$ cat config.mk
export PLATFORM = sky130hd
export DESIGN_NAME = uart_tx_arbiter
export DESIGN_NICKNAME = d
export VERILOG_FILES = /design/src/rtl/uart_pkg.sv /design/src/rtl/uart_rr_pick.sv /design/src/rtl/uart_tx_arbiter.sv
export SDC_FILE = /design/constraint.sdc
export NUM_CORES = 1
export LEC_CHECK = 0
export ABC_CLOCK_PERIOD_IN_PS = 10200
export CAP_MARGIN = 5
export CORE_MARGIN = 2
export CORE_UTILIZATION = 50
export CTS_CLUSTER_SIZE = 24
export DETAILED_ROUTE_END_ITERATION = 12
export PLACE_DENSITY = 0.87
export SYNTH_ARGS = -nofsm -noshare
export SYNTH_HDL_FRONTEND = slang
export SYNTH_SLANG_ARGS = --single-unit
$ cat constraint.sdc
create_clock -name clk -period 10.2 [get_ports clk]
set_clock_uncertainty 0.15 [all_clocks]
set_input_delay 2.04 -clock clk [delete_from_list [all_inputs] [get_ports clk]]
set_output_delay 2.04 -clock clk [all_outputs]
set_load 0.01 [all_outputs]
$ cat src/rtl/uart_pkg.sv
// Shared types and default sizing for the UART transmit arbiter.
package uart_pkg;

  localparam int UART_NUM_REQ_DEFAULT = 4;
  localparam int UART_DATA_W_DEFAULT  = 8;

  typedef enum logic [1:0] {
    IDLE,
    LAUNCH,
    WAIT_BUSY,
    WAIT_DONE
  } uart_arb_state_e;

endpackage

$ cat src/rtl/uart_rr_pick.sv
// Rotate-priority picker: the first valid requester at or after ptr (wrapping) wins.
module uart_rr_pick
  import uart_pkg::*;
#(
  parameter int N = UART_NUM_REQ_DEFAULT
) (
  input  logic [N-1:0]         valid,
  input  logic [$clog2(N)-1:0] ptr,
  output logic [N-1:0]         grant,
  output logic [$clog2(N)-1:0] idx,
  output logic                 any
);

  localparam int IW = $clog2(N);

  int            cand_ext;
  logic [IW-1:0] cand;

  // Walk from the farthest offset back to ptr so the closest valid requester is written last.
  always_comb begin
    grant    = '0;
    idx      = '0;
    any      = 1'b0;
    cand_ext = 0;
    cand     = '0;
    for (int k = N - 1; k >= 0; k--) begin
      cand_ext = int'(ptr) + k;
      if (cand_ext >= N) cand_ext = cand_ext - N;
      cand = cand_ext[IW-1:0];
      if (valid[cand]) begin
        grant       = '0;
        grant[cand] = 1'b1;
        idx         = cand;
        any         = 1'b1;
      end
    end
  end

endmodule

$ cat src/rtl/uart_tx_arbiter.sv
// Round-robin arbiter feeding bytes from NUM_REQ requesters into one UART transmitter.
// Define UART_ARB_LOCK_EN to let a requester hold the grant across several bytes.
module uart_tx_arbiter
  import uart_pkg::*;
#(
  parameter int NUM_REQ = UART_NUM_REQ_DEFAULT,
  parameter int DATA_W  = UART_DATA_W_DEFAULT
) (
  input  logic                       clk,
  input  logic                       rst_n,
  input  logic [NUM_REQ-1:0]         req_valid,
  input  logic [NUM_REQ*DATA_W-1:0]  req_data,
  output logic [NUM_REQ-1:0]         req_ready,
`ifdef UART_ARB_LOCK_EN
  input  logic [NUM_REQ-1:0]         req_lock,
`endif
  output logic                       tx_start,
  output logic [DATA_W-1:0]          tx_data,
  input  logic                       tx_busy,
  output logic                       baud_en,
  output logic [$clog2(NUM_REQ)-1:0] grant_id
);

  localparam int IW = $clog2(NUM_REQ);

  uart_arb_state_e state, state_nxt;

  logic [IW-1:0]      rr_ptr;
  logic [IW-1:0]      ptr_release;
  logic [NUM_REQ-1:0] pick_valid;
  logic [NUM_REQ-1:0] pick_grant;
  logic [IW-1:0]      pick_idx;
  logic               pick_any;
  logic [DATA_W-1:0]  pick_byte;
  logic               arb_open;
  logic               handshake;
  logic               frame_done;

`ifdef UART_ARB_LOCK_EN
  logic lock_active;

  // While locked only the owner may win; rr_ptr already points at it.
  always_comb begin
    pick_valid = req_valid;
    if (lock_active) pick_valid = req_valid & (NUM_REQ'(1) << grant_id);
  end

  assign ptr_release = lock_active ? grant_id
                     : ((grant_id == IW'(NUM_REQ - 1)) ? '0 : grant_id + IW'(1));

  always_ff @(posedge clk or negedge rst_n) begin
    if (!rst_n)         lock_active <= 1'b0;
    else if (handshake) lock_active <= req_lock[pick_idx];
  end
`else
  assign pick_valid  = req_valid;
  assign ptr_release = (grant_id == IW'(NUM_REQ - 1)) ? '0 : grant_id + IW'(1);
`endif

  uart_rr_pick #(.N(NUM_REQ)) u_pick (
    .valid (pick_valid),
    .ptr   (rr_ptr),
    .grant (pick_grant),
    .idx   (pick_idx),
    .any   (pick_any)
  );

  // rst_n gates ready so nothing is offered while reset is held with requests pending.
  assign arb_open   = (state == IDLE) && !tx_busy && rst_n;
  assign req_ready  = arb_open ? pick_grant : '0;
  assign handshake  = arb_open && pick_any;
  assign frame_done = (state == WAIT_DONE) && !tx_busy;

  always_comb begin
    pick_byte = '0;
    for (int i = 0; i < NUM_REQ; i++)
      if (pick_idx == IW'(i)) pick_byte = req_data[i*DATA_W +: DATA_W];
  end

  always_ff @(posedge clk or negedge rst_n) begin
    if (!rst_n) state <= IDLE;
    else        state <= state_nxt;
  end

  always_comb begin
    state_nxt = state;
    tx_start  = 1'b0;
    baud_en   = 1'b1;
    unique case (state)
      IDLE: begin
        baud_en = 1'b0;
        if (handshake) state_nxt = LAUNCH;
      end
      LAUNCH: begin
        tx_start  = 1'b1;
        state_nxt = WAIT_BUSY;
      end
      WAIT_BUSY: if (tx_busy) state_nxt = WAIT_DONE;
      WAIT_DONE: if (!tx_busy) state_nxt = IDLE;
      default:   state_nxt = IDLE;
    endcase
  end

  // A reset mid-frame drops the captured byte along with the pointer.
  always_ff @(posedge clk or negedge rst_n) begin
    if (!rst_n) begin
      tx_data  <= '0;
      grant_id <= '0;
      rr_ptr   <= '0;
    end else begin
      if (handshake) begin
        tx_data  <= pick_byte;
        grant_id <= pick_idx;
      end
      if (frame_done) rr_ptr <= ptr_release;
    end
  end

endmodule
==> out/metrics.yaml <==
status: "finished, final reports clean"
drtIter0Drc: 72
synth_top_area_cell: "dfrtp_1"
die-area_mm2: 0.00374
required_ps: 8010
crit_type: "in -> out"
pwr-share-comb: 0.739
tns_ps: 0
synth-edff-count: 0
cts_hold_buf: 0
synth.most_common_cell: "and3_1"
cts.sinks: 14
ys_top_cells_by_area: "dfrtp_1 (21%), ha_1 (10%), and3_1 (7.7%), o31ai_1 (6.4%), mux2i_1 (4.9%)"
wire_per_inst_um: 14.6
yosysSeqAreaShare: 0.215
rr_startpoint: "rr_ptr[1]$_DFFE_PN0P_"
fp.dieH_um: 61.1
track_usage: 0.235
cts_resized: 0
fin_crit_sh: 0.662
drv_cap: 0
h-tree-depth: 1
post-place-cells: 279
vias_per_cell: 5.88
synth_common_cells: "and3_1 (20), nand2_1 (17), dfrtp_1 (14), o31ai_1 (14), ha_1 (13)"
seq_power_share: 0.188
port_buffers: 54
grt_max_degree: 40
numCtsBuffers: 3
clk_latency_ps: 280
crit_path_end_kind: "output pin"
yosysWarnings: 0
yosysTopAreaCellShare: 0.215
grt_pass1_wl_mm: 6.75
power_frac_clock: 0.073
fin_util: 0.720
synth_ff_type: "dfrtp_1"
hpwl_mm: 3.08
antenna_found_initial: 0
setup_violations: 0
p_leak_nw: 1.03
min_from: "tx_data[0]$_DFFE_PN0P_"
dr.pass1.iters: 4
rows: 20
drc: 0
cp-startpoint: "req_valid[3]"
grt_pass1_vias: 1515
drive_above_1_share: 0.0753
syn_area_per_cell_um2: 8.50
ios: 55
cellPowerDensity_mw_per_mm2: 248
synthArstFlopShare: 1.00
synth_area_mm2: 0.00163
post_cts.repair.setup_buffers: 0
switching_share: 0.463
n_antenna_cell: 0
via_count: 1665
cts_tree: "built"
worst_ep_arrival_time_ps: 4560
gp_congestion: 0.807
yosysUniqueCellTypes: 41
synth_fp_nets: 244
path_clk_slew_ps: 80
period_needed_ps: 6750
worstPathMaxFanout: 9
nets: 292
hold_viol_final: 0
holdWs_ps: 375
start_util: 0.530
ant_nets: 0
grt-ovfl-total: 0
internal-power_w: 0.000295
rsz0062_at_grt: "no"
max_clock_freq_ghz: 0.148
relSlewSlack: 0.412
final_cell_count_no_fill: 283
critPathLaunchType: "primary input"
irDropWorstVdd_v: 0.000135
die_w_um: 61.1
cts_buffer_depth: 2
tightest_slew_ps: 882
area_growth_pct: 35.9
maxSlewViolCount: 0
ys_ff_latch: 14
hold_path_class: "reg -> reg"
syn_inst: 192
switchingPower_w: 0.000255
routed_wl_mm: 4.14
cts_root_buf: "clkbuf_4"
core_area_mm2: 0.00308
==> registers in the layout (all words and copies together) (netlist names) <==
name,count
tx_data,8
grant_id,2
rr_ptr,2
state,2
==> routing by layer <==
layer / wire [um] / vias up / track usage
met3: 166 / 3 / 0.0294
li1: - / 825 / -
met2: 2010 / 49 / 0.398
met1: 1940 / 788 / 0.318
met4: 21 / 0 / 0.0590
met5: 0 / - / 0
==> final timing paths <==
path / slack, ps / cells past startpoint / end
worst max-delay path: 3450 / 7 / req_ready[2]
worst min-delay path: 380 / 2 / tx_data[0]$_DFFE_PN0P_
worst max register to register: 6850 / 8 / tx_data[2]$_DFFE_PN0P_
worst min register to register: 380 / 2 / tx_data[0]$_DFFE_PN0P_
max in group asynchronous: 7490 / 1 / tx_data[0]$_DFFE_PN0P_
min in group asynchronous: 2000 / 1 / grant_id[1]$_DFFE_PN0P_
==> power groups by stage <==
| stage | Combinational [W] | Sequential [W] | Clock (W) |
|---|---|---|---|
| 4_1_cts | 0.000406 | 0.000103 | 0.0000410 |
| 3_5_place_dp | 0.000405 | 0.000104 | 0 |
| 5_1_grt | 0.000449 | 0.000107 | 0.0000434 |
| 6_report | 0.000406 | 0.000103 | 0.0000400 |
| 2_1_floorplan | 0.000294 | 0.000109 | 0 |
| 3_3_place_gp | 0.000398 | 0.000104 | 0 |
==> placed cells by master, fill, tap and decap left out, types with 2 or more instances in the layout <==
| cell | count |
|---|---|
| buf_4 | 2 |
| nand3_1 | 5 |
| clkdlybuf4s50_1 | 54 |
| and3_1 | 20 |
| mux4_2 | 2 |
| o21ai_0 | 4 |
| nor3_1 | 7 |
| a21oi_1 | 3 |
| o2111ai_1 | 6 |
| nor2_1 | 2 |
| a22o_2 | 2 |
| o22ai_1 | 4 |
| a22o_1 | 9 |
| nand2b_1 | 3 |
| ha_1 | 13 |
| mux2_2 | 4 |
| inv_1 | 11 |
| mux2i_1 | 8 |
| a22oi_1 | 2 |
| a21o_1 | 2 |
| nand2_1 | 17 |
| and2_1 | 7 |
| clkbuf_4 | 3 |
| dfrtp_1 | 14 |
| nor2b_1 | 4 |
| o31ai_1 | 14 |
| a211oi_1 | 2 |
==> critical path, stage by stage <==
cell and delay, ps:
clkdlybuf4s50_1 540, mux4_2 600, a211oi_1 400, a22o_1 190
mux2i_1 60, o22ai_1 160, clkdlybuf4s50_1 550
==> final cells by class <==
type | count | area, um2
well taps | 44 | 55.1
repair buffers | 56 | 556
fillers | 271 | 861
multi-input cells | 154 | 1180
clock buffers | 4 | 36.3
flip-flops and latches | 14 | 350
inverters | 11 | 41.3
==> cell families after synthesis <==
logic type,Yosys count,share of synthesized area
adders and majority gates,13,0.0997
DFF,14,0.215
buffers and inverters,24,0.0675
and+or+nand+nor,68,0.228
muxes,14,0.104
AOI/OAI and AO/OA,59,0.286
==> per-stage QoR <==
stage          setup slack [ps]  cell area, um2  total power, W
2_1_floorplan              4590            1630        0.000403
3_3_place_gp               3510            2180        0.000502
3_5_place_dp               3450            2180        0.000508
4_1_cts                    3450            2220        0.000550
5_1_grt                    3180            2220        0.000599
6_report                   3450            2220        0.000550
No activity file was read; power rests on OpenSTA's default activity.
